===== src/rtl/marker_pixel_classifier_if.sv =====
// Pixel, configuration and marker-output bundle for marker_pixel_classifier.
interface marker_pixel_classifier_if;
  localparam int unsigned PIX_W = 8;
  localparam int unsigned X_W   = 10;
  localparam int unsigned Y_W   = 9;

  logic             pixel_valid;
  logic             pixel_sof;
  logic [PIX_W-1:0] pixel_y;
  logic [PIX_W-1:0] pixel_cr;
  logic [PIX_W-1:0] pixel_cb;

  logic             cfg_we;
  logic [3:0]       cfg_addr;
  logic [PIX_W-1:0] cfg_data;

  logic [1:0]       color;
  logic [X_W-1:0]   interesting_x;
  logic [Y_W-1:0]   interesting_y;
  logic             interesting_flag;
  logic             frame_flag;
  logic             frame_error;

  // Camera/config side: drives pixels and window writes, observes markers.
  modport master (
    output pixel_valid, pixel_sof, pixel_y, pixel_cr, pixel_cb,
    output cfg_we, cfg_addr, cfg_data,
    input  color, interesting_x, interesting_y, interesting_flag,
    input  frame_flag, frame_error
  );

  // Classifier side.
  modport slave (
    input  pixel_valid, pixel_sof, pixel_y, pixel_cr, pixel_cb,
    input  cfg_we, cfg_addr, cfg_data,
    output color, interesting_x, interesting_y, interesting_flag,
    output frame_flag, frame_error
  );
endinterface


===== src/rtl/marker_pixel_classifier.sv =====
// Classifies YCrCb pixels into 4 marker colours with programmable Cr/Cb
// windows, filters short runs, and emits marker pixels plus frame status.
module marker_pixel_classifier #(
  parameter int unsigned H_ACTIVE = 640,
  parameter int unsigned V_ACTIVE = 480,
  parameter int unsigned Y_MIN    = 16,
  parameter int unsigned RUN_LEN  = 2
) (
  input  logic                      clk,
  input  logic                      reset,
  marker_pixel_classifier_if.slave  bus
);

  localparam int unsigned PIX_W  = 8;
  localparam int unsigned XW     = 10;
  localparam int unsigned YW     = 9;
  localparam int unsigned CLR_W  = 2;
  localparam int unsigned NCOL   = 4;
  localparam int unsigned NFLD   = 4;
  localparam int unsigned RUN_W  = 4;

  localparam logic [XW-1:0]    X_LAST  = XW'(H_ACTIVE - 1);
  localparam logic [YW-1:0]    Y_LAST  = YW'(V_ACTIVE - 1);
  localparam logic [PIX_W-1:0] Y_FLOOR = PIX_W'(Y_MIN);
  localparam logic [RUN_W-1:0] RUN_CMP = RUN_W'(RUN_LEN);
  localparam logic [RUN_W-1:0] RUN_MAX = '1;

  // Per-colour window: field 0 cr_min, 1 cr_max, 2 cb_min, 3 cb_max.
  typedef logic [NFLD-1:0][PIX_W-1:0] win_t;
  localparam win_t WIN_RST = {8'h00, 8'hFF, 8'h00, 8'hFF};

  typedef enum logic [1:0] {
    S_IDLE   = 2'd0,
    S_ACTIVE = 2'd1,
    S_DRAIN  = 2'd2,
    S_BLANK  = 2'd3
  } state_t;

  state_t           r_state;
  state_t           w_state_nxt;
  logic [1:0]       r_drain_cnt;
  logic [1:0]       w_drain_cnt_nxt;

  logic             w_sof_acc;
  logic             w_pix_acc;
  logic             w_premature;
  logic             w_last_pix;
  logic [XW-1:0]    w_pix_x;
  logic [YW-1:0]    w_pix_y;

  logic [XW-1:0]    r_x;
  logic [YW-1:0]    r_y;

  win_t             r_live   [NCOL];
  win_t             r_shadow [NCOL];

  logic             r_s1_valid;
  logic [PIX_W-1:0] r_s1_luma;
  logic [PIX_W-1:0] r_s1_cr;
  logic [PIX_W-1:0] r_s1_cb;
  logic [XW-1:0]    r_s1_x;
  logic [YW-1:0]    r_s1_y;

  logic             w_s1_match;
  logic [CLR_W-1:0] w_s1_color;

  logic             r_s2_valid;
  logic             r_s2_match;
  logic [CLR_W-1:0] r_s2_color;
  logic [XW-1:0]    r_s2_x;
  logic [YW-1:0]    r_s2_y;

  logic [RUN_W-1:0] r_run_cnt;
  logic [CLR_W-1:0] r_run_color;
  logic [YW-1:0]    r_run_y;
  logic [RUN_W-1:0] w_run_cnt_nxt;
  logic             w_run_ext;
  logic             w_emit;

  logic             r_flag;
  logic [CLR_W-1:0] r_color;
  logic [XW-1:0]    r_out_x;
  logic [YW-1:0]    r_out_y;
  logic             r_frame_flag;
  logic             r_frame_error;

  // State register.
  always_ff @(posedge clk) begin
    if (reset) begin
      r_state     <= S_IDLE;
      r_drain_cnt <= '0;
    end else begin
      r_state     <= w_state_nxt;
      r_drain_cnt <= w_drain_cnt_nxt;
    end
  end

  // Next state, pixel acceptance and coordinates of the accepted pixel.
  always_comb begin
    w_state_nxt     = r_state;
    w_drain_cnt_nxt = r_drain_cnt;
    w_sof_acc       = 1'b0;
    w_pix_acc       = 1'b0;
    w_premature     = 1'b0;
    w_pix_x         = r_x;
    w_pix_y         = r_y;
    w_last_pix      = 1'b0;

    if (bus.pixel_valid && bus.pixel_sof) begin
      w_sof_acc   = 1'b1;
      w_pix_acc   = 1'b1;
      w_pix_x     = '0;
      w_pix_y     = '0;
      w_premature = (r_state == S_ACTIVE) || (r_state == S_DRAIN);
      w_state_nxt = S_ACTIVE;
    end else if (bus.pixel_valid && (r_state == S_ACTIVE)) begin
      w_pix_acc = 1'b1;
    end

    w_last_pix = w_pix_acc && (w_pix_x == X_LAST) && (w_pix_y == Y_LAST);

    if (w_last_pix) begin
      w_state_nxt     = S_DRAIN;
      w_drain_cnt_nxt = '0;
    end else if (!w_sof_acc && (r_state == S_DRAIN)) begin
      // Two extra edges after the last pixel lets its flag leave stage 2.
      if (r_drain_cnt == 2'd2) begin
        w_state_nxt = S_BLANK;
      end else begin
        w_drain_cnt_nxt = r_drain_cnt + 2'd1;
      end
    end
  end

  // Raster position of the next pixel; sof forces (0,0) for itself.
  always_ff @(posedge clk) begin
    if (reset) begin
      r_x <= '0;
      r_y <= '0;
    end else if (w_pix_acc) begin
      if (w_pix_x == X_LAST) begin
        r_x <= '0;
        r_y <= (w_pix_y == Y_LAST) ? '0 : w_pix_y + YW'(1);
      end else begin
        r_x <= w_pix_x + XW'(1);
        r_y <= w_pix_y;
      end
    end
  end

  // Live window bank, writable every cycle.
  always_ff @(posedge clk) begin
    if (reset) begin
      r_live <= '{default: WIN_RST};
    end else if (bus.cfg_we) begin
      r_live[bus.cfg_addr[3:2]][bus.cfg_addr[1:0]] <= bus.cfg_data;
    end
  end

  // Shadow bank snapshots the live bank as each frame starts.
  always_ff @(posedge clk) begin
    if (reset) begin
      r_shadow <= '{default: WIN_RST};
    end else if (w_sof_acc) begin
      r_shadow <= r_live;
    end
  end

  // Stage 1: register accepted pixel and its coordinates.
  always_ff @(posedge clk) begin
    if (reset) begin
      r_s1_valid <= 1'b0;
      r_s1_luma  <= '0;
      r_s1_cr    <= '0;
      r_s1_cb    <= '0;
      r_s1_x     <= '0;
      r_s1_y     <= '0;
    end else begin
      r_s1_valid <= w_pix_acc;
      if (w_pix_acc) begin
        r_s1_luma <= bus.pixel_y;
        r_s1_cr   <= bus.pixel_cr;
        r_s1_cb   <= bus.pixel_cb;
        r_s1_x    <= w_pix_x;
        r_s1_y    <= w_pix_y;
      end
    end
  end

  // Window match against the shadow bank; lowest colour index wins.
  always_comb begin
    w_s1_match = 1'b0;
    w_s1_color = '0;
    for (int k = 0; k < NCOL; k++) begin
      if (!w_s1_match && (r_s1_luma >= Y_FLOOR) &&
          (r_s1_cr >= r_shadow[CLR_W'(k)][0]) && (r_s1_cr <= r_shadow[CLR_W'(k)][1]) &&
          (r_s1_cb >= r_shadow[CLR_W'(k)][2]) && (r_s1_cb <= r_shadow[CLR_W'(k)][3])) begin
        w_s1_match = 1'b1;
        w_s1_color = CLR_W'(k);
      end
    end
  end

  // Stage 2a: register classification; a new frame drops the in-flight pixel.
  always_ff @(posedge clk) begin
    if (reset) begin
      r_s2_valid <= 1'b0;
      r_s2_match <= 1'b0;
      r_s2_color <= '0;
      r_s2_x     <= '0;
      r_s2_y     <= '0;
    end else begin
      r_s2_valid <= r_s1_valid && !w_sof_acc;
      r_s2_match <= w_s1_match;
      r_s2_color <= w_s1_color;
      r_s2_x     <= r_s1_x;
      r_s2_y     <= r_s1_y;
    end
  end

  // Run filter: same colour on the same line extends, saturating at 15.
  always_comb begin
    w_run_ext     = r_s2_match && (r_run_cnt != '0) &&
                    (r_s2_color == r_run_color) && (r_s2_y == r_run_y);
    w_run_cnt_nxt = r_run_cnt;
    if (r_s2_valid) begin
      if (!r_s2_match) begin
        w_run_cnt_nxt = '0;
      end else if (w_run_ext) begin
        w_run_cnt_nxt = (r_run_cnt == RUN_MAX) ? RUN_MAX : r_run_cnt + RUN_W'(1);
      end else begin
        w_run_cnt_nxt = RUN_W'(1);
      end
    end
    w_emit = r_s2_valid && r_s2_match && (w_run_cnt_nxt >= RUN_CMP) && !w_sof_acc;
  end

  // Stage 2b: run state and registered marker outputs.
  always_ff @(posedge clk) begin
    if (reset) begin
      r_run_cnt   <= '0;
      r_run_color <= '0;
      r_run_y     <= '0;
      r_flag      <= 1'b0;
      r_color     <= '0;
      r_out_x     <= '0;
      r_out_y     <= '0;
    end else begin
      r_flag <= w_emit;
      if (w_sof_acc) begin
        r_run_cnt <= '0;
      end else if (r_s2_valid) begin
        r_run_cnt   <= w_run_cnt_nxt;
        r_run_color <= r_s2_color;
        r_run_y     <= r_s2_y;
      end
      if (w_emit) begin
        r_color <= r_s2_color;
        r_out_x <= r_s2_x;
        r_out_y <= r_s2_y;
      end
    end
  end

  // Frame status outputs.
  always_ff @(posedge clk) begin
    if (reset) begin
      r_frame_flag  <= 1'b0;
      r_frame_error <= 1'b0;
    end else begin
      r_frame_flag  <= (w_state_nxt == S_BLANK);
      r_frame_error <= w_premature;
    end
  end

  assign bus.interesting_flag = r_flag;
  assign bus.color            = r_color;
  assign bus.interesting_x    = r_out_x;
  assign bus.interesting_y    = r_out_y;
  assign bus.frame_flag       = r_frame_flag;
  assign bus.frame_error      = r_frame_error;

endmodule


===== src/flat_wrapper.sv =====
// flat-port wrapper written by rule: the top's interface ports become plain ports
module marker_pixel_classifier_flat 
#(
  parameter int unsigned H_ACTIVE = 640,
  parameter int unsigned V_ACTIVE = 480,
  parameter int unsigned Y_MIN    = 16,
  parameter int unsigned RUN_LEN  = 2
)
  (clk, reset, bus_pixel_valid, bus_pixel_sof, bus_pixel_y, bus_pixel_cr, bus_pixel_cb, bus_cfg_we, bus_cfg_addr, bus_cfg_data, bus_color, bus_interesting_x, bus_interesting_y, bus_interesting_flag, bus_frame_flag, bus_frame_error);
  marker_pixel_classifier_if bus_i ();
  input  logic clk;
  input  logic reset;
  input wire logic [$bits(bus_i.pixel_valid)-1:0] bus_pixel_valid;
  input wire logic [$bits(bus_i.pixel_sof)-1:0] bus_pixel_sof;
  input wire logic [$bits(bus_i.pixel_y)-1:0] bus_pixel_y;
  input wire logic [$bits(bus_i.pixel_cr)-1:0] bus_pixel_cr;
  input wire logic [$bits(bus_i.pixel_cb)-1:0] bus_pixel_cb;
  input wire logic [$bits(bus_i.cfg_we)-1:0] bus_cfg_we;
  input wire logic [$bits(bus_i.cfg_addr)-1:0] bus_cfg_addr;
  input wire logic [$bits(bus_i.cfg_data)-1:0] bus_cfg_data;
  output wire logic [$bits(bus_i.color)-1:0] bus_color;
  output wire logic [$bits(bus_i.interesting_x)-1:0] bus_interesting_x;
  output wire logic [$bits(bus_i.interesting_y)-1:0] bus_interesting_y;
  output wire logic [$bits(bus_i.interesting_flag)-1:0] bus_interesting_flag;
  output wire logic [$bits(bus_i.frame_flag)-1:0] bus_frame_flag;
  output wire logic [$bits(bus_i.frame_error)-1:0] bus_frame_error;
  assign bus_i.pixel_valid = bus_pixel_valid;
  assign bus_i.pixel_sof = bus_pixel_sof;
  assign bus_i.pixel_y = bus_pixel_y;
  assign bus_i.pixel_cr = bus_pixel_cr;
  assign bus_i.pixel_cb = bus_pixel_cb;
  assign bus_i.cfg_we = bus_cfg_we;
  assign bus_i.cfg_addr = bus_cfg_addr;
  assign bus_i.cfg_data = bus_cfg_data;
  assign bus_color = bus_i.color;
  assign bus_interesting_x = bus_i.interesting_x;
  assign bus_interesting_y = bus_i.interesting_y;
  assign bus_interesting_flag = bus_i.interesting_flag;
  assign bus_frame_flag = bus_i.frame_flag;
  assign bus_frame_error = bus_i.frame_error;
  marker_pixel_classifier #(.H_ACTIVE(H_ACTIVE), .V_ACTIVE(V_ACTIVE), .Y_MIN(Y_MIN), .RUN_LEN(RUN_LEN)) u_core (.clk(clk), .reset(reset), .bus(bus_i));
endmodule

===== config.mk =====
export PLATFORM = sky130hd
export DESIGN_NAME = marker_pixel_classifier_flat
export DESIGN_NICKNAME = d
export VERILOG_FILES = /design/src/rtl/marker_pixel_classifier_if.sv /design/src/rtl/marker_pixel_classifier.sv /design/src/flat_wrapper.sv
export SDC_FILE = /design/constraint.sdc
export NUM_CORES = 1
export LEC_CHECK = 0
export ABC_CLOCK_PERIOD_IN_PS = 5660
export BUFFER_PORTS_ARGS = -buffer_cell sky130_fd_sc_hd__buf_2
export CAP_MARGIN = 15
export CORE_ASPECT_RATIO = 0.6
export CORE_UTILIZATION = 65
export CTS_CLUSTER_SIZE = 14
export DETAILED_ROUTE_END_ITERATION = 10
export PLACE_DENSITY = 0.84
export SLEW_MARGIN = 0
export SYNTH_ARGS = -nofsm -noshare
export SYNTH_HDL_FRONTEND = slang
export SYNTH_SLANG_ARGS = --single-unit

===== constraint.sdc =====
create_clock -name clk -period 5.66 [get_ports clk]
set_input_delay 0.566 -clock clk [delete_from_list [all_inputs] [get_ports clk]]
set_output_delay 0.566 -clock clk [all_outputs]
set_load 0.02 [all_outputs]

### Yosys cells after proc, flatten, opt, wreduce, memory -nomap -nowiden

Index checks and enable logic that the tools add are counted.

| word-level totals | value |
|---|---|
| register bits | 321 |
| bits of input ports | 41 |
| word-level logic and storage cells | 135 |

| operators by class | value |
|---|---|
| add/subtract/negate cells | 4 |
| magnitude comparators | 14 |
| eq/ne operators | 9 |
| mux-type cells | 24 |
| bitwise gates (word level) | 4 |
| reduce and logical (&&, ||, !) cells | 32 |

Operators by type and width:

| kind | number |
|---|---|
| $bwmux 128 | 1 |
| $demux 32 s2 | 1 |
| $ge 8x8->1 | 4 |
| $le 8x8->1 | 4 |
| $mux 32 | 1 |
| $mux 9 | 3 |
| $logic_and 1x1->1 | 23 |
| $mux 10 | 2 |
| $demux 8 s2 | 1 |
| $mux 4 | 4 |
| $add 10x1->10 const B | 1 |
| $eq 10x10->1 const B | 1 |
| $add 9x1->9 const B | 1 |
| $eq 9x9->1 | 1 |
| $eq 9x9->1 const B | 1 |
| $ge 8x5->1 const B | 1 |
| $mux 2 | 4 |
| $mux 8 | 1 |
| $eq 2x2->1 const B | 3 |
| $mux 1 | 6 |
| $reduce_or 2->1 | 3 |
| $add 4x1->4 const B | 1 |
| $eq 4x4->1 const B | 1 |
| $ge 4x2->1 const B | 1 |
| 13 further kinds | 17 |

### Logic depth before layout (Yosys ltp)

Gate-level depths: netlist (run 1).

| logic depth | value |
|---|---|
| depth after elaboration | 13 |
| depth in mapped cells | 10 |

### Worst setup path after synthesis (run 1)

OpenSTA, ideal clock, no wires.

| timing | value |
|---|---|
| path kind | in2reg |
| start point | input bus_pixel_sof |
| end point | register u_core.r_y[1] |
| arrival time | 2.280 ns |
| required time | 5.543 ns |
| path slack | 3.263 ns |
| stages | 8 |
| path buffers | 1 |
| cell sequence | nand2_4 -> buf_2 -> and2_1 -> ha_1 -> nand4_4 -> or3_4 -> mux2_4 -> a22o_1 |

RTL lines:

| what | line | source |
|---|---|---|
| start: declaration | flat_wrapper.sv:14 | `input wire logic [$bits(bus_i.pixel_sof)-1:0] bus_pixel_sof;` |
| $logic_and 1x1->1 | marker_pixel_classifier.sv:109 | `if (bus.pixel_valid && bus.pixel_sof) begin` |
| $mux 10 | marker_pixel_classifier.sv:109 |  |
| net u_core.w_pix_x[1] | marker_pixel_classifier.sv:48 | `logic [XW-1:0] w_pix_x;` |
| $eq 10x10->1 | marker_pixel_classifier.sv:141 | `if (w_pix_x == X_LAST) begin` |
| $mux 9 | marker_pixel_classifier.sv:141 |  |
| end signal: assignment | marker_pixel_classifier.sv:143 | `r_y <= (w_pix_y == Y_LAST) ? '0 : w_pix_y + YW'(1);` |
| end signal: assignment | marker_pixel_classifier.sv:146 | `r_y <= w_pix_y;` |
| end: declaration | marker_pixel_classifier.sv:52 | `logic [YW-1:0] r_y;` |

The timed path passes the listed nets, and every way through them passes these cells.
A chain may end at the register's enable or synchronous reset.

### Final worst setup path (run 1)

| timing | value |
|---|---|
| start point | input bus_pixel_valid |
| end point | register u_core.r_x[9] |

| between the ends | value |
|---|---|
| word-level cells in the longest chain between the ends | 4 |

RTL lines:

| what | line | source |
|---|---|---|
| start: declaration | flat_wrapper.sv:13 | `input wire logic [$bits(bus_i.pixel_valid)-1:0] bus_pixel_valid;` |
| $logic_and 1x1->1 * | marker_pixel_classifier.sv:109 |  |
| $mux 10 * | marker_pixel_classifier.sv:109 |  |
| net u_core.w_pix_x[0] | marker_pixel_classifier.sv:48 |  |
| $add 10x1->10 or $eq 10x10->1 (tied branches) | marker_pixel_classifier.sv:145, marker_pixel_classifier.sv:141 |  |
| $mux 10 * | marker_pixel_classifier.sv:141 |  |
| end signal: assignment | marker_pixel_classifier.sv:145 | `r_x <= w_pix_x + XW'(1);` |
| end: declaration | marker_pixel_classifier.sv:51 | `logic [XW-1:0] r_x;` |

Mark *: on every way through the listed nets, which the timed path passes. The rest lies on a longest branch.

==> results of run 1 <==
==> cell families after synthesis <==
group / after synthesis / synth area share (%)
AND/OR/NAND/NOR: 536 / 23.3
other: 1 / 0.0340
AO/OA/AOI/OAI: 214 / 11.8
flip-flops: 250 / 45.4
buffers and inverters: 151 / 5.38
multiplexers: 54 / 4.95
adder cells (fa/ha/maj): 71 / 8.05
XOR/XNOR: 14 / 1.11
==> where the power goes <==
part,switching [mW],internal [mW]
Sequential,0.0318,1.79
Clock,0.645,0.862
Combinational,0.172,0.0910
Total,0.849,2.75
==> worst paths after layout <==
path	slack, ns	from	end	cells after the start
setup / recovery	2.67	bus_pixel_valid	u_core.r_x[9]	9
hold / removal	0.30	bus_pixel_cr[0]	u_core.r_s1_cr[0]	3
setup reg to reg	2.75	u_core.r_run_cnt[0]	u_core.bus.interesting_x[6]	7
hold reg to reg	0.44	u_core.r_s1_valid	u_core.r_s2_valid	1
==> area by class of cell <==
| class | instances | area [sq um] |
|---|---|---|
| sequential | 250 | 5000 |
| clock inverter | 3 | 43.8 |
| fill | 1293 | 4350 |
| multi-input combinational | 890 | 5440 |
| clock buffer | 32 | 669 |
| timing repair buffer | 63 | 332 |
| tap | 228 | 285 |
| inverter | 74 | 278 |
==> sequential cells by signal, indices dropped and copies added, names as in the netlist, 10 cells and up <==
signal,flops
u_core.r_shadow,64
u_core.r_live,64
u_core.bus.interesting_x,10
u_core.r_s1_x,10
u_core.r_s2_x,10
u_core.r_x,10
==> synthesized netlist by cell type (9+ instances only) <==
cell	count
nand3b_1	45
xnor2_1	12
nand4_1	17
dfxtp_1	250
o21ai_0	18
clkbuf_1	63
ha_1	71
inv_1	74
a211oi_1	11
nor2_1	87
nand3_1	18
a21oi_1	118
and2_1	9
a211o_1	24
nand2_1	268
nand2b_1	11
nor2b_1	43
mux2i_1	53
==> routing by layer <==
layer,up-vias,track usage (%),wire [um]
met3,38,5.18,2230
met4,0,6.10,391
li1,4344,-,-
met5,-,0,0
met2,318,43.4,10400
met1,4131,48.3,13400
==> worst reg2reg max path, delay by kind of cell, from the launching register on <==
family	cells	cell delay, ns
compound gates	1	0.19
flops	1	0.40
fa+ha+maj	1	0.20
simple gates	3	1.43
buf+inv	1	0.07
mux	1	0.47
==> per-stage QoR <==
| stage | setup slack (ns) | cell area, sq um | total power [mW] | hold slack (ns) |
|---|---|---|---|---|
| 2_1_floorplan | 3.26 | 11000 | 2.04 | 0.406 |
| 3_3_place_gp | 2.28 | 11300 | 2.11 | 0.410 |
| 3_5_place_dp | 2.20 | 11300 | 2.12 | 0.430 |
| 4_1_cts | 2.73 | 12100 | 3.60 | 0.293 |
| 5_1_grt | 2.43 | 12100 | 3.71 | 0.305 |
| 6_report | 2.67 | 12100 | 3.59 | 0.303 |
==> layout by cell type, fill, tap and decap left out, types with 11 or more instances in the layout <==
cell type / n
nand2_1: 268
dfxtp_1: 250
a21oi_1: 118
nor2_1: 87
inv_1: 74
ha_1: 71
buf_2: 58
mux2i_1: 53
nand3b_1: 45
nor2b_1: 43
a211o_1: 24
clkbuf_16: 23
nand3_1: 18
o21ai_0: 18
nand4_1: 17
xnor2_1: 12
nand2b_1: 11
a211oi_1: 11
==> impl_metrics.env, run 1 <==
export IMPL_die_w_um=170
export IMPL_antenna_found_initial=0
export IMPL_final_core_util_pct=73.5
export IMPL_num_vias=8831
export IMPL_yosysSeqAreaShare_pct=45.4
export IMPL_relSlewSlack_pct=24.6
export IMPL_gp_congestion=0.904
export IMPL_critPathLaunchType="primary input"
export IMPL_critPathKind="in2reg"
export IMPL_wl_per_cell_um=17.1
export IMPL_grt_overflow=0
export IMPL_grt_pass1_wl_um=41800
export IMPL_ant_nets=0
export IMPL_synth_edff_count=0
export IMPL_syn_area_sq_um=11000
export IMPL_dr_pass1_iters=5
export IMPL_cts_buffers=23
export IMPL_root_buffer="clkbuf_16"
export IMPL_clock_latency_ns=0.51
export IMPL_critPathBufInv=1
export IMPL_ys_ff_latch=250
export IMPL_portBuffers=59
export IMPL_cts_setup_buffers=0
export IMPL_maxCapViolations=0
export IMPL_h_tree_depth=1
export IMPL_setup_tns_ns=0
export IMPL_yosysUniqueCellTypes=58
export IMPL_synthTopCellsByArea="dfxtp_1, nand2_1, ha_1"
export IMPL_dpl_hpwl_um=17500
export IMPL_cts_hold_buf=0
export IMPL_crit_slowest_cell="nand2_4"
export IMPL_peakVddDrop_mv=0.227
export IMPL_p_leak_nw=5.22
export IMPL_status="finished, final reports clean"
export IMPL_hold_violations=0
export IMPL_cts_tree="yes"
export IMPL_fmax_mhz=335
export IMPL_routed_wl_um=26400
export IMPL_drive_gt1_share_pct=8.38
export IMPL_hold_path_class="in2reg"
export IMPL_finalCriticalPeriod_ns=2.99
export IMPL_drc=0
export IMPL_path_delay_family="simple AND/OR/NAND/NOR gates"
export IMPL_path_cells="buf_2 > nand2_4 > and2_1 > ha_1 > nand4_4 > nor3_2 > nor3_1 > a41oi_1 > a31oi_1"
export IMPL_drt_iter0_drc=871
export IMPL_vias_per_cell=5.73
export IMPL_area_growth_pct=9.24
export IMPL_dieArea_sq_um=17500
export IMPL_track_usage_pct=30.7
export IMPL_async_flop_share_pct=0
export IMPL_std_cell_rows=36
export IMPL_tightest_slew_ns=1.13
export IMPL_synthCells=1291
export IMPL_fin_nets=1414
export IMPL_critPathMaxFanout=89
export IMPL_diodes=0
export IMPL_die_y_um=103
export IMPL_fin_cells=1540
export IMPL_rsz0062_at_grt="no"
export IMPL_syn_nets=1403
export IMPL_cts_repair_resized=0
export IMPL_path_clk_slew_ns=0.06
export IMPL_crit_required_ns=6.04
export IMPL_initial_core_util_pct=67.3
export IMPL_grt_max_degree=119
export IMPL_worstPathArrival_ns=3.37
export IMPL_finalMaxSlewViolations=0
export IMPL_fin_crit_sh_pct=52.8
export IMPL_yosysTopAreaCellShare_pct=45.4
export IMPL_cts_buffer_depth=3
export IMPL_cts_sinks=250
export IMPL_ys_flop_type="dfxtp_1"
export IMPL_worstSetupEndpointType="register"
export IMPL_setup_viol=0
export IMPL_finClkSkew_ns=0.0143
export IMPL_grt_pass1_vias=7903
export IMPL_synth_area_per_cell_sq_um=8.54
export IMPL_yosys_warnings=0
export IMPL_ioPinCount=65
export IMPL_cp_slowest_stage_delay_ns=0.73
export IMPL_power_density_nw_per_um2=298
export IMPL_coreArea_sq_um=16400
export IMPL_yosysTopAreaCell="dfxtp_1"
export IMPL_dp_cells=1505
Power figures use the tool's default switching activity.
==> run 2: changes to the inputs <==
--- a/config.mk
+++ b/config.mk
@@ -5,14 +5,14 @@
 export SDC_FILE = /design/constraint.sdc
 export NUM_CORES = 1
 export LEC_CHECK = 0
-export ABC_CLOCK_PERIOD_IN_PS = 5660
+export ABC_CLOCK_PERIOD_IN_PS = 3050
 export BUFFER_PORTS_ARGS = -buffer_cell sky130_fd_sc_hd__buf_2
 export CAP_MARGIN = 15
 export CORE_ASPECT_RATIO = 0.6
-export CORE_UTILIZATION = 65
+export CORE_UTILIZATION = 61
 export CTS_CLUSTER_SIZE = 14
 export DETAILED_ROUTE_END_ITERATION = 10
-export PLACE_DENSITY = 0.84
+export PLACE_DENSITY = 0.8
 export SLEW_MARGIN = 0
 export SYNTH_ARGS = -nofsm -noshare
 export SYNTH_HDL_FRONTEND = slang
==> constraint.sdc (replaced) <==
create_clock -name clk -period 3.05 [get_ports clk]
set_input_delay 0.305 -clock clk [delete_from_list [all_inputs] [get_ports clk]]
set_output_delay 0.305 -clock clk [all_outputs]
set_load 0.02 [all_outputs]
==> impl_metrics.env, run 2 (synthesis results as in run 1) <==
export IMPL_status="finished, final reports clean"
export IMPL_initial_core_util_pct=63.4
export IMPL_grt_pass1_vias=8115
export IMPL_clock_latency_ns=0.50
export IMPL_grt_overflow=0
export IMPL_finalCriticalPeriod_ns=2.58
export IMPL_finClkSkew_ns=0.0105
export IMPL_diodes=0
export IMPL_reg_top3="u_core.r_live x64, u_core.r_shadow x64"
export IMPL_rsz0062_at_grt="no"
export IMPL_area_growth_pct=10.5
export IMPL_ioPinCount=65
export IMPL_dpl_hpwl_um=17900
export IMPL_cp_slowest_stage_delay_ns=0.62
export IMPL_setup_viol=0
export IMPL_n_fill_cell=1406
export IMPL_layout_common_cells="nand2_1, dfxtp_1, a21oi_1"
export IMPL_cts_repair_resized=0
export IMPL_grt_max_degree=73
export IMPL_path_delay_family="simple AND/OR/NAND/NOR gates"
export IMPL_critPathKind="reg2reg"
export IMPL_vias_per_cell=5.69
export IMPL_hold_path_class="in2reg"
export IMPL_coreArea_sq_um=17400
export IMPL_drc=0
export IMPL_crit_required_ns=3.42
export IMPL_cts_tree="yes"
export IMPL_antenna_found_initial=0
export IMPL_crit_slowest_cell="nand3_2"
export IMPL_power_share_clock_pct=42.6
export IMPL_hp_start="bus_pixel_cb[2]"
export IMPL_cts_sinks=250
export IMPL_min_path_cells=3
export IMPL_fin_nets=1426
export IMPL_die_w_um=176
export IMPL_r2r_end="u_core.bus.interesting_x[5]"
export IMPL_r2r_start="u_core.r_run_cnt[0]"
export IMPL_fin_crit_sh_pct=84.5
export IMPL_num_vias=8888
export IMPL_p_leak_nw=5.30
export IMPL_setup_ws_ns=0.473
export IMPL_path_cells="inv_1 > ha_1 > a21o_1 > nor4_1 > nand3_2 > mux2i_1 > nor2_1"
export IMPL_path_clk_slew_ns=0.06
export IMPL_drt_iter0_drc=787
export IMPL_cts_hold_buf=0
export IMPL_drive_gt1_share_pct=9.34
export IMPL_fmax_mhz=388
export IMPL_post_place_ws_ns=0.441
export IMPL_h_tree_depth=1
export IMPL_wl_per_cell_um=16.5
export IMPL_worstSetupEndpointType="register"
export IMPL_peakVddDrop_mv=0.360
export IMPL_critPathMaxFanout=20
export IMPL_hold_violations=0
export IMPL_portBuffers=59
export IMPL_std_cell_rows=37
export IMPL_routed_wl_um=25700
export IMPL_finalMaxSlewViolations=0
export IMPL_relSlewSlack_pct=37.4
export IMPL_root_buffer="clkbuf_16"
export IMPL_dr_pass1_iters=5
export IMPL_cts_buffer_depth=3
export IMPL_critPathLaunchType="register"
export IMPL_power_density_nw_per_um2=555
export IMPL_combPwrFrac_pct=7.4
export IMPL_worstPathArrival_ns=2.94
export IMPL_hold_end="u_core.r_s1_cb[2]"
export IMPL_p_sw_mw=1.56
export IMPL_cts_buffers=23
export IMPL_sequentialPowerShare_pct=50.0
export IMPL_swShare_pct=23.1
export IMPL_p_int_mw=5.20
export IMPL_critPathBufInv=1
export IMPL_cts_setup_buffers=0
export IMPL_ant_nets=0
export IMPL_ff2ff_path_depth=7
export IMPL_gp_congestion=0.871
export IMPL_setup_tns_ns=0
export IMPL_maxCapViolations=0
export IMPL_r2r_setup_slack_ns=0.47
export IMPL_tightest_slew_ns=0.939
export IMPL_layout_commonest_cell="nand2_1"
export IMPL_grt_pass1_wl_um=41700
export IMPL_die_y_um=106
export IMPL_dieArea_sq_um=18600
export IMPL_track_usage_pct=27.9
==> run 2: changes by cell type in the layout (fill, tap and decap cells not counted), sizes merged <==
cell    change
clkinv      +1
buf        +12
clkbuf      +1
bufinv      +1
==> run 2: power by group through the flow <==
stage	sequential, mW	clock, mW	combinational, mW
after floorplan	3.43	0	0.348
after global placement	3.45	0	0.471
after detailed placement	3.45	0	0.489
after CTS	3.38	2.90	0.495
after global routing	3.39	3.03	0.558
final	3.38	2.88	0.498
==> run 2: area by class of cell <==
type,count,area [sq um],share of cell area [%]
timing repair buffer,75,422,3.46
clock buffer,33,673,5.52
clock inverter,5,78.8,0.647
inverter,74,278,2.28
sequential,250,5000,41.1
multi-input combinational,890,5440,44.6
tap,234,293,2.40
==> run 2: how the worst max path moves through the flow <==
stage / startpoint / to / slack [ns] / depth (start not counted)
detailed placement: bus_pixel_valid / u_core.r_y[3] / 0.44 / 9
finish: u_core.r_run_cnt[0] / u_core.bus.interesting_x[5] / 0.47 / 7
floorplan: bus_pixel_sof / u_core.r_y[1] / 0.91 / 8
global placement: bus_pixel_valid / u_core.r_y[7] / 0.53 / 9
global route: u_core.r_run_cnt[0] / u_core.bus.interesting_y[8] / 0.24 / 7
CTS: u_core.r_run_cnt[0] / u_core.bus.interesting_x[3] / 0.45 / 7
==> run 2: stage by stage <==
stage | hold WS, ns | power (mW) | utilization, % | instances | instance area [sq um]
after floorplan | 0.406 | 3.78 | - | 1291 | 11000
after global placement | 0.410 | 3.92 | 65.7 | 1523 | 11400
after detailed placement | 0.433 | 3.94 | 65.7 | 1523 | 11400
after CTS | 0.0261 | 6.78 | 70.0 | 1561 | 12200
after global routing | 0.0448 | 6.98 | 70.0 | 1561 | 12200
final | 0.0328 | 6.76 | 70.0 | 1561 | 12200
==> run 2: worst min-delay path: cells and delay by family <==
family	cells	cell delay, ns
buffers and inverters	1	0.09
AO/OA/AOI/OAI	1	0.05
AND/OR/NAND/NOR	1	0.04
==> run 2: metal layers <==
metal	track usage, %	routed length (um)
met5	0	0
met2	39.1	10200
met3	4.15	1760
met1	44.9	13400
met4	4.22	291
